`src/rtl/ddc_usb_streamer.sv`:
```
// Read-side DDC FIFO consumer: serialises 128-bit IQ words onto the FX3 slave-FIFO bus,
// frames them into fixed-size USB packets and commits short packets with PKTEND.
module ddc_usb_streamer #(
    parameter int WIDTH_IN  = 128,
    parameter int WIDTH_BUS = 32,
    parameter int PKT_WORDS = 1024
) (
    input  logic                 clk_rd,
    input  logic                 rst,
    input  logic                 enable,
    input  logic                 rdempty,
    input  logic [WIDTH_IN-1:0]  q_data,
    input  logic                 pktend_req,
    input  logic                 change_task,
    input  logic                 fx_ready,
    output logic                 strobe_rd,
    output logic [WIDTH_BUS-1:0] fx_data,
    output logic                 fx_wr,
    output logic                 fx_pktend,
    output logic [15:0]          pkt_count,
    output logic [7:0]           debug
);

    localparam int CNT_W = $clog2(PKT_WORDS);
    localparam logic [CNT_W-1:0] CNT_LAST = CNT_W'(PKT_WORDS - 1);

    localparam logic [2:0] ST_IDLE   = 3'd0;
    localparam logic [2:0] ST_LOAD   = 3'd1;
    localparam logic [2:0] ST_SEND   = 3'd2;
    localparam logic [2:0] ST_COMMIT = 3'd3;

    logic [2:0]          state;
    logic [CNT_W-1:0]    word_cnt;
    logic [1:0]          lane;
    logic [WIDTH_IN-1:0] shreg;
    logic                pend;
    logic                pf_reg;
    logic                run_en;

    logic                start_ok;
    logic                prefetch;
    logic [CNT_W-1:0]    cnt_inc;
    logic [CNT_W-1:0]    cnt_eff;
    logic [WIDTH_BUS-1:0] lane_word [4];

    // run_en keeps the read strobe low while rst is held, even with data waiting
    always_comb begin
        start_ok = 1'b0;
        if (run_en && state == ST_IDLE && !change_task && enable && !rdempty)
            start_ok = (word_cnt != '0) || fx_ready;
    end

    always_comb begin
        prefetch = 1'b0;
        if (state == ST_SEND && lane == 2'd2 && !change_task && enable && !rdempty)
            prefetch = (int'(word_cnt) + 2) != PKT_WORDS;
    end

    // Word count after this cycle; a SEND cycle still puts a word on the bus
    always_comb begin
        cnt_inc = (word_cnt == CNT_LAST) ? '0 : word_cnt + 1'b1;
        case (state)
            ST_SEND:   cnt_eff = cnt_inc;
            ST_COMMIT: cnt_eff = '0;
            default:   cnt_eff = word_cnt;
        endcase
    end

    always_comb begin
        for (int i = 0; i < 4; i++)
            lane_word[i] = shreg[i*WIDTH_BUS +: WIDTH_BUS];
    end

    assign strobe_rd = start_ok || prefetch;
    assign fx_wr     = (state == ST_SEND);
    assign fx_pktend = (state == ST_COMMIT);
    assign fx_data   = fx_wr ? lane_word[lane] : '0;
    assign debug     = {state, pend, fx_ready & run_en, rdempty & run_en, strobe_rd, fx_pktend};

    always_ff @(posedge clk_rd or posedge rst) begin
        if (rst) begin
            state     <= ST_IDLE;
            word_cnt  <= '0;
            lane      <= 2'd0;
            shreg     <= '0;
            pend      <= 1'b0;
            pf_reg    <= 1'b0;
            run_en    <= 1'b0;
            pkt_count <= 16'd0;
        end else begin
            run_en <= 1'b1;
            pf_reg <= prefetch;

            if (state == ST_SEND) begin
                word_cnt <= cnt_inc;
                if (word_cnt == CNT_LAST)
                    pkt_count <= pkt_count + 16'd1;
            end else if (state == ST_COMMIT) begin
                word_cnt  <= '0;
                pkt_count <= pkt_count + 16'd1;
            end

            if (change_task)
                pend <= 1'b0;
            else if (pktend_req)
                pend <= 1'b1;
            else if (state == ST_COMMIT || (state == ST_IDLE && pend && rdempty && word_cnt == '0))
                pend <= 1'b0;

            if (change_task) begin
                state <= (cnt_eff != '0) ? ST_COMMIT : ST_IDLE;
            end else begin
                case (state)
                    ST_IDLE: begin
                        if (start_ok)
                            state <= ST_LOAD;
                        else if (pend && rdempty && word_cnt != '0)
                            state <= ST_COMMIT;
                    end
                    ST_LOAD: begin
                        shreg <= q_data;
                        lane  <= 2'd0;
                        state <= ST_SEND;
                    end
                    ST_SEND: begin
                        lane <= lane + 2'd1;
                        if (lane == 2'd3) begin
                            if (pf_reg)
                                shreg <= q_data;
                            else
                                state <= ST_IDLE;
                        end
                    end
                    default: state <= ST_IDLE;
                endcase
            end
        end
    end

endmodule

```
`config.mk`:
```
export PLATFORM = sky130hd
export DESIGN_NAME = ddc_usb_streamer
export DESIGN_NICKNAME = d
export VERILOG_FILES = /design/src/rtl/ddc_usb_streamer.sv
export SDC_FILE = /design/constraint.sdc
export NUM_CORES = 1
export LEC_CHECK = 0
export CAP_MARGIN = 20
export CORE_MARGIN = 8
export CORE_UTILIZATION = 50
export CTS_BUF_LIST = sky130_fd_sc_hd__clkbuf_16
export DETAILED_ROUTE_END_ITERATION = 10
export PLACE_DENSITY = 0.89
export RECOVER_POWER = 100
export SLEW_MARGIN = 30
export SYNTH_ARGS = -nofsm -noshare
export SYNTH_HDL_FRONTEND = slang
export SYNTH_SLANG_ARGS = --single-unit
```
`constraint.sdc`:
```
create_clock -name clk_rd -period 6.5 [get_ports clk_rd]
set_input_delay 0.65 -clock clk_rd [delete_from_list [all_inputs] [get_ports clk_rd]]
set_output_delay 0.65 -clock clk_rd [all_outputs]
set_load 0.02 [all_outputs]
```
==> flow_summary.rst <==
.. list-table::
   :header-rows: 1

   * - Metric
     - Value
   * - Clk_lat worst skew
     - 0.43 ns
   * - Arrival time of the worst setup path
     - 3.48 ns
   * - Final Net Count
     - 879
   * - Syn avg cell area
     - 13.9 sq um
   * - Type of the worst setup path
     - flop to output port
   * - Pin slew with the least headroom to its limit
     - 1.79 ns
   * - Synth Register Bits
     - 161
   * - Count of mapped cells out of synthesis
     - 554
   * - TritonCTS clock tree
     - built
   * - CORE AREA
     - 15,100 sq um
   * - Seq/Total Area, Yosys
     - 0.523
   * - Total placed instance area
     - 9710 sq um
   * - Post-CTS resize count
     - 0
   * - Post-route standard cell area excluding fillers
     - 10,300 sq um
   * - Top-level I/O count
     - 194
   * - Initial detailed-routing violation count
     - 275
   * - Core occupancy in the finished layout
     - 0.678
   * - Wire length of the first global-routing pass
     - 30,300 um
   * - Number of nets still failing antenna checks after routing
     - 0
   * - Required @ worst endpoint
     - 5.85 ns
   * - Highest cell delay on the worst timing path
     - 1.54 ns
   * - Post-CTS Repair Setup Buffers
     - 0
   * - Initial antenna violation count
     - 0
   * - CTS Hold Buffers Added
     - 0
   * - Peak supply drop
     - 0.286 mV
   * - Worst min-delay path category
     - flop to flop
   * - F_max
     - 0.242 GHz
   * - Portion of the clock cycle consumed by the worst path in the final layout
     - 0.636
   * - Final hold violation count
     - 0
   * - Setup slack of the worst register-to-register path
     - 2.52 ns
   * - Post-Route Setup TNS
     - 0 ns
   * - Total wire length after detailed routing
     - 18,600 um
   * - Drt pass-1 iters
     - 5
   * - Worst setup SP type
     - flop
   * - Height of the die
     - 140 um
   * - Time the worst path needs with I/O delays and setup
     - 4.13 ns
   * - I/O Buffers
     - 192
   * - Registers with the most flip-flops
     - shreg x128, pkt_count x16, word_cnt x10
   * - Post-Place Cells
     - 900
   * - Largest fanout of any net on the critical path
     - 35
   * - Total count of max-transition violations in the final report
     - 36
   * - CTS Root Cell
     - clkbuf_16
   * - Routed wire length per instance
     - 19.9 um
   * - Aggregate global routing overflow
     - 0
   * - Placement Rows
     - 45
   * - Total number of H-tree levels
     - 4
   * - Cell type of the slowest stage on the worst timing path
     - dfrtp_1
   * - Effective utilization at floorplan
     - 0.508
   * - Leakage power of the design
     - 4.32 nW
   * - Number of buffers created by CTS
     - 17
   * - Buffers plus inverters on the worst setup path
     - 1
   * - Unrepaired setup endpoints after global routing
     - false
   * - Full die area
     - 19,600 sq um
   * - Clock transition at the registers of the reported paths
     - 0.06 ns
   * - Final setup skew
     - 0.00967 ns
   * - Post-detail-place hpwl
     - 12,800 um
   * - Global-route usage over all layers
     - 0.195
   * - Antenna Diode Count
     - 0
   * - Most flop-heavy register
     - shreg
   * - Final setup viols
     - 0
   * - Final RePlAce weighted congestion
     - 0.848
   * - Count of unique library cells instantiated by Yosys
     - 49
   * - Die extent in x
     - 140 um
   * - Pwr/cell area
     - 462 nW/um^2
   * - Max reg flops
     - 128
   * - Vias in the first global route
     - 5,858
   * - Post-route non-filler standard cell count
     - 933
   * - Number of sinks on the clock net
     - 161
   * - Largest net degree at the start of global routing
     - 121
   * - Leading cell type in the layout, fill and taps excluded
     - dfrtp_1
   * - Max Root-Sink Buffers
     - 2
   * - Largest delay share family, worst path
     - flip-flops
   * - Most used cells in the layout excluding fill and tap cells
     - 160 x dfrtp_1, 133 x clkdlybuf4s50_1, 129 x mux2_2, 59 x dlygate4sd3_1, 35 x and2_1
   * - Ys Warns
     - 0
   * - Rel. slew slack
     - -0.193
   * - Fraction of final layout cells sized beyond drive strength 1
     - 0.271
   * - Routed via count divided by cell count
     - 5.53
   * - Detailed-route DRC error count
     - 0
   * - Nets in the synthesized netlist
     - 701
   * - Violations in the final reports
     - capacitance limit, slew limit
   * - Cell chain of the critical path
     - ha_1, nand4b_1, a21oi_1, o21bai_1, dlygate4sd3_1
   * - Vias after detailed routing
     - 5,164
   * - Cell area after synthesis
     - 7700 sq um
   * - P&R area growth vs syn
     - 33.4%
   * - Max-cap violation count
     - 1
   * - Outcome
     - finished with violations
   * - Worst setup EP type
     - output port
-- metal layers --
metal | up-vias | global-route usage | wire [um]
li1 | 2337 | - | -
met1 | 2626 | 0.220 | 7270
met2 | 173 | 0.329 | 9380
met3 | 28 | 0.0809 | 1580
met4 | 0 | 0.0691 | 327
met5 | - | 0 | 0
-- final timing paths --
check                              start       endpoint  cells after the start
setup / recovery                 lane[1]      strobe_rd                      5
hold / removal             pkt_count[15]  pkt_count[15]                      1
setup reg to reg                 lane[1]      shreg[45]                      5
hold reg to reg            pkt_count[15]  pkt_count[15]                      1
max in group asynchronous            rst      shreg[12]                      4
min in group asynchronous            rst     shreg[102]                      2
-- synth_stat cells, drive strengths merged --
| cell type | instances | area (sq um) |
|---|---|---|
| dfrtp | 161 | 4030 |
| mux2 | 129 | 1450 |
| and2 | 36 | 225 |
| mux4 | 32 | 721 |
| buf | 24 | 135 |
| nand2 | 23 | 86.3 |
| nor2 | 16 | 60.1 |
| o21ai | 15 | 78.8 |
| clkbuf | 13 | 70.1 |
| ha | 12 | 150 |
| xnor2 | 12 | 105 |
| inv | 10 | 37.5 |
| nand3 | 10 | 50.1 |
| nand4 | 8 | 86.3 |
| o31ai | 6 | 58.8 |
| a21oi | 5 | 25.0 |
| nand2b | 5 | 31.3 |
| xor2 | 5 | 43.8 |
| a31oi | 3 | 18.8 |
| and4 | 3 | 26.3 |
| nor4 | 3 | 31.3 |
| a21o | 2 | 15.0 |
| conb | 2 | 7.51 |
| nand4b | 2 | 17.5 |
| a211oi | 1 | 7.51 |
| a221oi | 1 | 8.76 |
| a32o | 1 | 10.0 |
| and2b | 1 | 8.76 |
| and3 | 1 | 6.26 |
| and3b | 1 | 8.76 |
| nand3b | 1 | 7.51 |
| nor2b | 1 | 6.26 |
| nor3 | 1 | 10.0 |
| nor3b | 1 | 7.51 |
| o211ai | 1 | 7.51 |
| o21bai | 1 | 7.51 |
| o2bb2ai | 1 | 8.76 |
| o31a | 1 | 8.76 |
| o41ai | 1 | 8.76 |
| or2 | 1 | 6.26 |
| or3 | 1 | 6.26 |
-- worst register-to-register path: cells and delay by family, from the launching register on --
kind	cells	cell delay, ns
mux	1	0.59
fa+ha+maj	1	0.39
simple gates	1	0.06
buf+inv	1	0.50
flops	1	1.54
compound gates	1	0.80
-- through the flow --
| stage | worst slack [ns] | power (mW) | hold slack (ns) |
|---|---|---|---|
| detailed placement | 2.77 | 3.81 | 0.465 |
| finish | 2.37 | 4.75 | 0.467 |
| global placement | 2.89 | 3.70 | 0.458 |
| CTS | 2.26 | 4.85 | 0.477 |
| floorplan | 1.50 | 3.17 | 0.475 |
| global route | 2.21 | 5.01 | 0.497 |
-- cell families after synthesis --
group                      Yosys count  share of synthesized area
AOI/OAI and AO/OA                   39                     0.0343
xor gates and xnor gates            17                     0.0193
adders and majority gates           12                     0.0195
buffers and inverters               47                     0.0315
DFF                                161                      0.523
muxes                              161                      0.282
other                                2                   0.000976
and+or+nand+nor                    115                     0.0886
-- area by class of cell --
| type | count | area (sq um) |
|---|---|---|
| fill | 995 | 4880 |
| sequential | 161 | 4030 |
| multi-input combinational | 346 | 3390 |
| timing repair buffer | 196 | 1980 |
| clock buffer | 17 | 425 |
| tap | 188 | 235 |
| clock inverter | 15 | 168 |
| inverter | 10 | 38.8 |
-- power by group --
| group | total, mW | internal (mW) | switching (mW) |
|---|---|---|---|
| Clock | 1.01 | 0.601 | 0.406 |
| Sequential | 1.75 | 1.46 | 0.289 |
| Combinational | 1.99 | 1.14 | 0.847 |
Note: power is estimated with default switching activity, not from simulation.
